## src/rtl/rom.sv

```systemverilog
// 256 x 8 constant lookup table with a registered, one-cycle-latency read port.
// Entries 0x00..0x03 are fixed constants; every other entry is addr ^ 0x5A.
module rom #(
    parameter int ADDR_W = 8,
    parameter int DATA_W = 8
) (
    input  logic              clk,
    input  logic              rst,
    input  logic              en,
    input  logic [ADDR_W-1:0] addr,
    output logic [DATA_W-1:0] data,
    output logic              valid
);

    logic [DATA_W-1:0] rom_word;

    // Table decode; only the first four words break the xor pattern.
    always_comb begin
        rom_word = addr ^ 8'h5A;
        case (addr)
            8'h00:   rom_word = 8'h3C;
            8'h01:   rom_word = 8'hA5;
            8'h02:   rom_word = 8'h7E;
            8'h03:   rom_word = 8'hFF;
            default: rom_word = addr ^ 8'h5A;
        endcase
    end

    // Reset wins over a read issued on the same edge; idle cycles keep data.
    always_ff @(posedge clk) begin
        if (rst) begin
            data  <= '0;
            valid <= 1'b0;
        end else if (en) begin
            data  <= rom_word;
            valid <= 1'b1;
        end else begin
            valid <= 1'b0;
        end
    end

endmodule

```

## config.mk

```make
export PLATFORM = sky130hd
export DESIGN_NAME = rom
export DESIGN_NICKNAME = d
export VERILOG_FILES = /design/src/rtl/rom.sv
export SDC_FILE = /design/constraint.sdc
export NUM_CORES = 1
export LEC_CHECK = 0
export CORE_AREA = 4 4 41 43
export DETAILED_ROUTE_END_ITERATION = 8
export DIE_AREA = 0 0 45 47
export RECOVER_POWER = 50
export SLEW_MARGIN = 20
export SYNTH_ARGS = -nofsm -noshare
export SYNTH_HDL_FRONTEND = slang
export SYNTH_SLANG_ARGS = --single-unit
export TNS_END_PERCENT = 5
```

## constraint.sdc

```tcl
create_clock -name clk -period 4.32 [get_ports clk]
set_input_delay 1.08 -clock clk [delete_from_list [all_inputs] [get_ports clk]]
set_output_delay 1.08 -clock clk [all_outputs]
set_load 0.03 [all_outputs]
```

Word-level counts from Yosys, hierarchy flattened. Cells that the tools add are included.

Bits in registers: 9. Bits in latches: 0. Memory bits (writable): 0. Memory bits (read-only): 0. Input port bits: 11. Output and inout bits: 9. Logic and storage cells: 9. Memories: 0.

Add/subtract/negate cells: 0. Multipliers: 0. Div/mod/pow operators: 0. Magnitude comparators: 0. Equal/unequal tests: 3. Shift operators: 0. Mux-type cells: 2. Bitwise gates (word level): 1. Reductions and logical operators: 1.

Operator list (number): $pmux 8 s4 (1); $eq 8x2->1 const B (2); $eq 8x1->1 const B (1); $logic_not 8->1 (1); $not 4->4 (1); $mux 1 (1).

Logic depth before layout (Yosys ltp).
Depth in word-level cells: 2. Depth in mapped cells: 4. Gate-level depth less buffers: 3.

Least setup slack after synthesis. Ideal clock, no wire load.

Path kind: input -> register. Start point: input addr[5]. End point: register data[1]. Library setup time: 95 ps. Data arrival time: 2090 ps. Required time: 4225 ps. Path slack: 2135 ps. Cell stages on the path: 3. Buffers on the path: 0. Cell sequence: or4_4 -> or2_4 -> o311ai_1.

Cells in the longest elaborated chain, start to end: 2. Elaborated cells between the ends (all ways): 5. Classes of those cells: 3 x eq/ne; 1 x mux; 1 x reduce/logical.

Ends and longest elaborated chain: start: declaration (RTL line 10) `input logic [ADDR_W-1:0] addr,`; $eq 8x2->1, or another cell as far along (RTL line 20) `case (addr)`; $pmux 8 s4 * (RTL line 20); end signal: assignment (RTL line 35) `data <= rom_word;`; end: declaration (RTL line 11) `output logic [DATA_W-1:0] data,`.

Every way passes the cells marked *; elsewhere a longest branch is shown, timed or not. A chain may end at the register's enable or synchronous reset.

Final worst setup path.
Start point: input addr[5]. End point: register data[2].

The elaborated chain is that of the path after synthesis.

==> metrics.txt <==
CP endpoint kind=register; CTS sink cnt=9; vias in the first global route=about 370; GPL Wtd Cong=~0.7; nets=76; Setup TNS=0 ps; PwrDens=326 mW/mm2; Crit path required time=~4500 ps; largest net degree at the start of global routing=19; syn_area_per_cell=between 8 and 9 um2; PortBufs=19; 1st-iter DRT viols=2; post-synthesis cell count=44; Antenna Cells=0; Post-CTS Setup Bufs=0; Core Region=about 0.0013 mm2; Die Wd=about 45 um; initial core utilization=between 20% and 30%; Setup Crit Path Kind=in -> reg; Synth Flop Type=dfxtp_1; relative slew slack=between 60% and 70%; final setup vio count=0; syn nets=55; Cell Area, Synth=388 um2; register area=roughly 180 um2; M2 GR Usage=15.5%; YS warnings=0; 1st-pass router iterations=2; die footprint=between 0.002 and 0.0025 mm2; Max Clk Rate=401 MHz; CTS Buffer Depth=2; GRT Total Usage=a little over a tenth; CP startpoint kind=input port; Post-Route WL=around 900 um; GRT Max-Usage Layer=met2; global-route wire length before repair=about 1600 um; EDFF count, synth=0; total number of vias=around 380; Max Cap Violations=0; status=complete, no violations; # fillers=between 100 and 150; final hold vios=0; Pleak=~0.24 nW; VDD IR-drop max=roughly 230 uV; io pins=20; hold_buf cts=0; Worst-path clk slew=about 60 ps; DRC violations left=0; num rows=13; RSZ-0062 raised after global routing=no; Global Route met1 Usage=around 14%; Layout area overhead=56.8%; period utilization=between 50 and 60%; hpwl dp=approximately 680 um; wire per inst=about 11 um; critical path peak fanout=5; post_cts resized=0; Worst Clk Skew=0 ps; initial antenna violation count=0; grt total ovfl=0; TritonCTS Buffers=3; fraction of layout cells with a size suffix above 1=10.9%; critical path arrival=between 2000 and 3000 ps; Root Buffer=clkbuf_4; fin. max-slew vios=0; Die H=~47 um; H-tree Lvls=1; distinct cell type count after synthesis=21; met3 Usage GRT=between 5 and 6%; vias per cell=4.84; DRT antenna net count=0; Hold WC Path Type=reg -> reg; CTS tree=built; Clock Latency Late Sink=between 200 and 300 ps; Post-synth ARST share=0%; Pwr Total=between 0.15 and 0.2 mW; Final Critical Period=roughly 2500 ps; post-synthesis sequential area ratio=a little under half; Slew @ Worst Pin=around 500 ps; Synth Register Bits=9; multi-input logic area=between 150 and 200 um2
worst max-delay path, cell delays in order:
cell and delay [ps]:
clkdlybuf4s50_1 410, or4_1 630, or2_4 280, a311oi_1 260
Yosys cell counts, types with 2 or more instances:
| master | number | share of area [%] |
|---|---|---|
| dfxtp_1 | 9 | 46 |
| inv_1 | 5 | 4.8 |
| nor2_1 | 5 | 4.8 |
| clkbuf_1 | 3 | 2.9 |
| a2111oi_0 | 2 | 4.5 |
| a21oi_1 | 2 | 2.6 |
| a311oi_1 | 2 | 4.5 |
| nand2_1 | 2 | 1.9 |
| nand2b_1 | 2 | 3.2 |
cells in the final DEF (no fill, tap or decap), drive strengths merged:
| master | count |
|---|---|
| dfxtp | 9 |
| or3b | 1 |
| nor4 | 1 |
| o311a | 1 |
| nor3b | 1 |
| nand2b | 2 |
| nor3 | 1 |
| o311ai | 2 |
| nand2 | 2 |
| o21ai | 1 |
| dlygate4sd3 | 7 |
| a21oi | 2 |
| a311oi | 2 |
| clkbuf | 4 |
| inv | 5 |
| nor2b | 1 |
| or2 | 2 |
| nor2 | 5 |
| or4 | 1 |
| clkdlybuf4s50 | 12 |
| a2111oi | 2 |
power by group:
part / switching (mW) / leakage [nW] / internal, mW
clock: 0.0292 / 0.0150 / 0.0356
sequential: 0.00237 / 0.0747 / 0.0884
combinational: 0.0221 / 0.153 / 0.0204
cell families (layout without fill, tap and decap cells):
family | count (synthesis) | after routing | synth area share, %
buf+inv | 8 | 28 | 7.74
compound gates | 10 | 10 | 20.3
simple gates | 17 | 17 | 25.5
flops | 9 | 9 | 46.5
metrics by stage:
step                instances  util, %  setup WS, ps  hold slack [ps]  instance area, um2
floorplan                  44        -          2130              594                 388
global placement           75     45.0          1620              460                 586
detailed placement         75     45.0          1620              467                 586
CTS                        79     47.0          1890              478                 612
global route               79     46.7          1710              501                 608
finish                     79     46.7          1820              471                 608
registers in the layout (all words and copies together), names as in the netlist:
signal / flops
data: 8
valid: 1
routing by layer:
metal	vias to the layer above	share of wire, %
met2	14	45
li1	198	-
met4	0	0
met5	-	0
met3	0	8.2
met1	170	47
final timing paths:
kind                   startpoint              endpoint  slack, ps  depth (start not counted)
max                       addr[5]  data[2]$_SDFFE_PP0P_       1820                          4
min          data[6]$_SDFFE_PP0P_  data[6]$_SDFFE_PP0P_        470                          2
max reg2reg  data[1]$_SDFFE_PP0P_  data[1]$_SDFFE_PP0P_       3390                          2
min reg2reg  data[6]$_SDFFE_PP0P_  data[6]$_SDFFE_PP0P_        470                          2
area by class of cell:
class / instances / area share [%]
sequential: 9 / 29.6
timing repair buffer: 19 / 31.3
clock buffer: 4 / 4.32
multi-input combinational: 27 / 28.6
inverter: 5 / 3.09
tap: 15 / 3.09
Note: power is estimated with default switching activity, not from simulation.
